==> src/rtl/inst_fetch_pkg.sv <==
// Shared widths, reset PC and FSM encoding for the fetch stage.
// ICACHE_LINES is only meaningful when the design is built with ICACHE_EN.
package inst_fetch_pkg;

    localparam int unsigned ADDR_WIDTH   = 32;
    localparam int unsigned INST_WIDTH   = 32;
    localparam int unsigned ICACHE_LINES = 64;
    localparam logic [ADDR_WIDTH-1:0] RESET_PC = '0;

    typedef enum logic [1:0] {
        StIdle  = 2'd0,
        StWait  = 2'd1,
        StFlush = 2'd2
    } fetch_state_e;

endpackage

==> src/rtl/inst_fetch_icache.sv <==
// Direct-mapped, one-word-per-line instruction cache: combinational lookup, synchronous fill.
// Addresses arrive as word addresses (byte offset already stripped). Used only with ICACHE_EN.
module inst_fetch_icache #(
    parameter int unsigned WordWidth = 30,
    parameter int unsigned DataWidth = 32,
    parameter int unsigned Lines     = 64
) (
    input  logic                 clk_i,
    input  logic                 rst_i,
    input  logic [WordWidth-1:0] lookup_word_i,
    output logic                 hit_o,
    output logic [DataWidth-1:0] data_o,
    input  logic                 fill_i,
    input  logic [WordWidth-1:0] fill_word_i,
    input  logic [DataWidth-1:0] fill_data_i
);

    localparam int unsigned IdxW = $clog2(Lines);
    localparam int unsigned TagW = WordWidth - IdxW;

    logic [Lines-1:0]     valid_q;
    logic [TagW-1:0]      tag_q  [Lines];
    logic [DataWidth-1:0] data_q [Lines];

    logic [IdxW-1:0] lookup_idx, fill_idx;
    logic [TagW-1:0] lookup_tag, fill_tag;

    assign lookup_idx = lookup_word_i[IdxW-1:0];
    assign lookup_tag = lookup_word_i[WordWidth-1:IdxW];
    assign fill_idx   = fill_word_i[IdxW-1:0];
    assign fill_tag   = fill_word_i[WordWidth-1:IdxW];

    assign hit_o  = valid_q[lookup_idx] && (tag_q[lookup_idx] == lookup_tag);
    assign data_o = data_q[lookup_idx];

    // Only the valid bits need reset; tag/data are don't-care until a line is filled.
    always_ff @(posedge clk_i) begin
        if (rst_i) begin
            valid_q <= '0;
        end else if (fill_i) begin
            valid_q[fill_idx] <= 1'b1;
        end
    end

    always_ff @(posedge clk_i) begin
        if (fill_i) begin
            tag_q[fill_idx]  <= fill_tag;
            data_q[fill_idx] <= fill_data_i;
        end
    end

endmodule

==> src/rtl/inst_fetch.sv <==
// Fetch stage: sequential PC+4 fetch into the instruction queue, redirect on ROB refresh.
// Define ICACHE_EN to add a direct-mapped icache that serves hits without a memory request.
module inst_fetch
    import inst_fetch_pkg::*;
(
    input  logic                  clk_in,
    input  logic                  rst_in,
    input  logic                  rdy_in,
    output logic                  inst_req_mc_out,
    output logic [ADDR_WIDTH-1:0] inst_addr_mc_out,
    input  logic [INST_WIDTH-1:0] inst_mc_in,
    input  logic                  inst_done_mc_in,
    output logic [INST_WIDTH-1:0] inst_iq_out,
    output logic [ADDR_WIDTH-1:0] pc_iq_out,
    output logic                  rdy_iq_out,
    input  logic                  iq_full_iq_in,
    input  logic                  refresh_rob_cdb_in,
    input  logic [ADDR_WIDTH-1:0] pc_rob_cdb_in
);

    fetch_state_e          state_q;
    logic [ADDR_WIDTH-1:0] pc_q;
    logic [ADDR_WIDTH-1:0] pc_seq;

    assign pc_seq = pc_q + ADDR_WIDTH'(4);

`ifdef ICACHE_EN
    logic                  cache_hit;
    logic [INST_WIDTH-1:0] cache_data;
    logic                  cache_fill;

    // Fills use the address of the outstanding request, so FLUSH-discarded data still lands.
    assign cache_fill = rdy_in && inst_done_mc_in && (state_q != StIdle);

    inst_fetch_icache #(
        .WordWidth (ADDR_WIDTH - 2),
        .DataWidth (INST_WIDTH),
        .Lines     (ICACHE_LINES)
    ) u_icache (
        .clk_i         (clk_in),
        .rst_i         (rst_in),
        .lookup_word_i (pc_q[ADDR_WIDTH-1:2]),
        .hit_o         (cache_hit),
        .data_o        (cache_data),
        .fill_i        (cache_fill),
        .fill_word_i   (inst_addr_mc_out[ADDR_WIDTH-1:2]),
        .fill_data_i   (inst_mc_in)
    );
`endif

    always_ff @(posedge clk_in) begin
        if (rst_in) begin
            state_q          <= StIdle;
            pc_q             <= RESET_PC;
            inst_req_mc_out  <= 1'b0;
            inst_addr_mc_out <= '0;
            rdy_iq_out       <= 1'b0;
            inst_iq_out      <= '0;
            pc_iq_out        <= '0;
        end else if (rdy_in) begin
            rdy_iq_out <= 1'b0;
            unique case (state_q)
                StIdle: begin
                    if (refresh_rob_cdb_in) begin
                        pc_q <= pc_rob_cdb_in;
`ifdef ICACHE_EN
                    end else if (!iq_full_iq_in && cache_hit) begin
                        rdy_iq_out  <= 1'b1;
                        inst_iq_out <= cache_data;
                        pc_iq_out   <= pc_q;
                        pc_q        <= pc_seq;
`endif
                    end else if (!iq_full_iq_in) begin
                        inst_req_mc_out  <= 1'b1;
                        inst_addr_mc_out <= pc_q;
                        state_q          <= StWait;
                    end
                end
                StWait: begin
                    if (refresh_rob_cdb_in) begin
                        pc_q <= pc_rob_cdb_in;
                        if (inst_done_mc_in) begin
                            inst_req_mc_out <= 1'b0;
                            state_q         <= StIdle;
                        end else begin
                            state_q <= StFlush;
                        end
                    end else if (inst_done_mc_in) begin
                        rdy_iq_out      <= 1'b1;
                        inst_iq_out     <= inst_mc_in;
                        pc_iq_out       <= pc_q;
                        pc_q            <= pc_seq;
                        inst_req_mc_out <= 1'b0;
                        state_q         <= StIdle;
                    end
                end
                StFlush: begin
                    // The old request must complete before the redirected fetch can issue.
                    if (refresh_rob_cdb_in) begin
                        pc_q <= pc_rob_cdb_in;
                    end
                    if (inst_done_mc_in) begin
                        inst_req_mc_out <= 1'b0;
                        state_q         <= StIdle;
                    end
                end
                default: state_q <= StIdle;
            endcase
        end
    end

endmodule

==> config.mk <==
export PLATFORM = sky130hd
export DESIGN_NAME = inst_fetch
export DESIGN_NICKNAME = d
export VERILOG_FILES = /design/src/rtl/inst_fetch_pkg.sv /design/src/rtl/inst_fetch_icache.sv /design/src/rtl/inst_fetch.sv
export SDC_FILE = /design/constraint.sdc
export NUM_CORES = 1
export LEC_CHECK = 0
export CAP_MARGIN = 20
export CORE_MARGIN = 2
export CORE_UTILIZATION = 35
export DETAILED_ROUTE_END_ITERATION = 10
export GPL_ROUTABILITY_DRIVEN = 0
export PLACE_DENSITY = 0.59
export RECOVER_POWER = 25
export SYNTH_ARGS = -nofsm -noshare
export SYNTH_HDL_FRONTEND = slang
export SYNTH_SLANG_ARGS = --single-unit
==> constraint.sdc <==
create_clock -name clk_in -period 2.64 [get_ports clk_in]
set_input_delay 0.396 -clock clk_in [delete_from_list [all_inputs] [get_ports clk_in]]
set_output_delay 0.396 -clock clk_in [all_outputs]
set_load 0.005 [all_outputs]
==> flow_metrics.tcl <==
set metrics [dict create \
    synth_fp_nets 823 \
    worst_slack_ps 218 \
    yosysUniqueCellTypes 51 \
    vias 5819 \
    seqPwrFrac 0.413 \
    ios 168 \
    wl_um 17900 \
    clkPwrFrac 0.513 \
    hp-class "flop to flop" \
    ys_seq_area_frac 0.468 \
    synth_most_common_cell "nand2_1" \
    highest-signal-layer "met4" \
    cts_hold_buf 0 \
    drive_gt1_frac 0.0735 \
    diodes 0 \
    syn_area_per_cell_um2 7.55 \
    comb_power_share 0.074 \
    syn_area_um2 5640 \
    setup_viol 0 \
    grt_pass1_vias 5447 \
    slew_headroom 0.313 \
    endpoint_kind "flop" \
    cp_slowest_cell "or4_4" \
    leakage_nw 2.89 \
    slew_viol_final 0 \
    r2r_slack_ps 220 \
    wl_met2_um 8390 \
    row_count 46 \
    layout_worst_path_cycle_share 0.917 \
    rsz0062_at_grt "false" \
    period_needed_ps 2420 \
    p_int_mw 3.91 \
    cp_num_buf_inv 0 \
    arrival_ps 2730 \
    p_sw_frac 0.230 \
    tightestPinTransition_ps 1030 \
    drt-wirelength-per-cell_um 15.9 \
    nets 975 \
    ir_worst_vdd_mv 0.432 \
    synth_top_cell_by_area "dfxtp_1" \
    core_um2 15800 \
    startpoint "pc_q[10]" \
    routed-wl-met3_um 1080 \
    ys_ff_latch 132 \
    clock_latency_ps 420 \
    power_density_nw_per_um2 616 \
    fmax_ghz 0.413 \
    cts_tree "yes" \
    placed_cell_area_um2 7600 \
    critPathKind "flop to flop" \
    cts_setup_buffers 0 \
    syn_inst 747 \
    path_depth 5 \
    yosysTopAreaCellShare 0.468 \
    clkTransAtPathRegs_ps 60 \
    finalHoldViolations 0 \
    timing.rr.start "pc_q[10]" \
    dieArea_um2 17200 \
    viasPerCell 5.16 \
    finalInstanceArea_um2 8250 \
    grt_pass1_wl_um 27800 \
    drt_first_pass_iters 5 \
    start_util 0.356 \
    r2r-end "pc_q[29]" \
    drc 0 \
    synth.area.top_cells "dfxtp_1, nand2_1, a21oi_1, clkbuf_1, nor2_1" \
    m1WireLength_um 8300 \
    die_width_um 131 \
    ant_nets 0 \
    die_y_um 131 \
    status "completed" \
    synthTopCellsByCount "nand2_1, dfxtp_1, a21oi_1" \
    antenna_found_initial 0 \
    drv_cap 0 \
    synth_edf_count 0 \
    clockBufferDepth 2 \
    reg2regPathDepth 5 \
    clock-root-buffer "clkbuf_16" \
    cp-start-kind "flop" \
    cts_sinks 132 \
    tns_ps 0 \
    areaGrowthSynthToFinish_pct 46.2 \
    crit_required_ps 2950 \
    synthArstFlopShare 0 \
    endpoint "pc_q[29]" \
    slowest_delay_ps 570 \
    overflow 0 \
    total_power_mw 5.08 \
    skew_ps 5.75 \
    holdPathStages 2 \
    critPathMaxFanout 10 \
    p_sw_mw 1.17 \
    drt_iter0_drc 428 \
    path_cells "nand4_4 -> or3_4 -> or4_4 -> or4_1 -> and3_1" \
    grt_max_degree 66 \
    critPathTopFamily "simple AND/OR/NAND/NOR gates" \
    portBuffers 167 \
    numCtsBuffers 17 \
    pre_cts_ws_ps 234 \
    grt_usage 0.206 \
    yosysWarnings 0 \
    dp_hpwl_um 12400 \
    cts_htree_levels 4 \
    synthFlopType "dfxtp_1" \
    cts_resized 0 \
]
## metal layers
| metal | track usage | vias to the layer above |
|---|---|---|
| met5 | 0 | - |
| met2 | 0.329 | 196 |
| met1 | 0.276 | 2733 |
| li1 | - | 2880 |
| met3 | 0.0493 | 10 |
| met4 | 0.0657 | 0 |
## sequential cells by signal, summed over array words and instances (netlist names)
name	count
inst_addr_mc_out	32
inst_iq_out	32
pc_iq_out	32
pc_q	32
state_q	2
inst_req_mc_out	1
rdy_iq_out	1
## per-stage QoR
| step | util | hold WS (ps) | instances |
|---|---|---|---|
| after floorplan | - | 445 | 747 |
| after global placement | 0.480 | 442 | 1096 |
| after global routing | 0.521 | 473 | 1128 |
| final | 0.521 | 449 | 1128 |
| after detailed placement | 0.480 | 446 | 1096 |
| after CTS | 0.522 | 454 | 1128 |
## placed cells by master, fill, tap and decap left out, types with 5 or more instances in the layout
| cell | Yosys | layout |
|---|---|---|
| a211oi_1 | 5 | 5 |
| a21oi_1 | 126 | 126 |
| a31oi_1 | 15 | 15 |
| and3_1 | 7 | 6 |
| buf_4 | 0 | 22 |
| bufinv_16 | 0 | 5 |
| clkbuf_16 | 0 | 17 |
| clkdlybuf4s50_1 | 0 | 133 |
| dfxtp_1 | 132 | 132 |
| dlygate4sd3_1 | 0 | 33 |
| ha_1 | 6 | 6 |
| inv_1 | 8 | 8 |
| nand2_1 | 224 | 224 |
| nand2b_1 | 6 | 6 |
| nand3_1 | 18 | 17 |
| nand4_1 | 12 | 12 |
| nor2_1 | 35 | 35 |
| nor3_1 | 10 | 9 |
| o21ai_0 | 16 | 16 |
| or4_1 | 5 | 5 |
## cells by family after synthesis
kind of cell / count (synthesis) / synth area share
buffers and inverters: 69 / 0.0464
AND/OR/NAND/NOR: 335 / 0.258
AO/OA/AOI/OAI: 202 / 0.208
multiplexers: 3 / 0.00532
adder cells (fa/ha/maj): 6 / 0.0133
flip-flops: 132 / 0.468
## how the worst min path moves through the flow
stage          slack [ps]                   to            start
2_1_floorplan         440  inst_addr_mc_out[0]          pc_q[0]
3_3_place_gp          440      inst_iq_out[17]  inst_iq_out[17]
3_5_place_dp          450      inst_iq_out[30]  inst_iq_out[30]
4_1_cts               450      inst_iq_out[30]  inst_iq_out[30]
5_1_grt               470       inst_iq_out[2]   inst_iq_out[2]
6_report              450      inst_iq_out[30]  inst_iq_out[30]
## worst min-delay path, stage by stage (launching register included)
cell and delay (ps):
dfxtp_1 300, nand2_1 50, a21oi_1 50
## layout make-up
class / count / area [um2]
Fill cell: 1480 / 7580
Multi-Input combinational cell: 546 / 2750
Sequential cell: 132 / 2640
Timing Repair Buffer: 194 / 1900
Clock buffer: 17 / 425
Tap cell: 216 / 270
Clock inverter: 15 / 230
Inverter: 8 / 30.0
## power groups by stage
| stage | registers, mW | logic, mW | clock network [mW] |
|---|---|---|---|
| 6_report | 2.10 | 0.373 | 2.61 |
| 3_5_place_dp | 2.14 | 0.373 | 0 |
| 5_1_grt | 2.10 | 0.408 | 2.73 |
| 3_3_place_gp | 2.14 | 0.368 | 0 |
| 4_1_cts | 2.10 | 0.376 | 2.65 |
| 2_1_floorplan | 2.11 | 0.184 | 0 |
No activity file was read; power rests on OpenSTA's default activity.
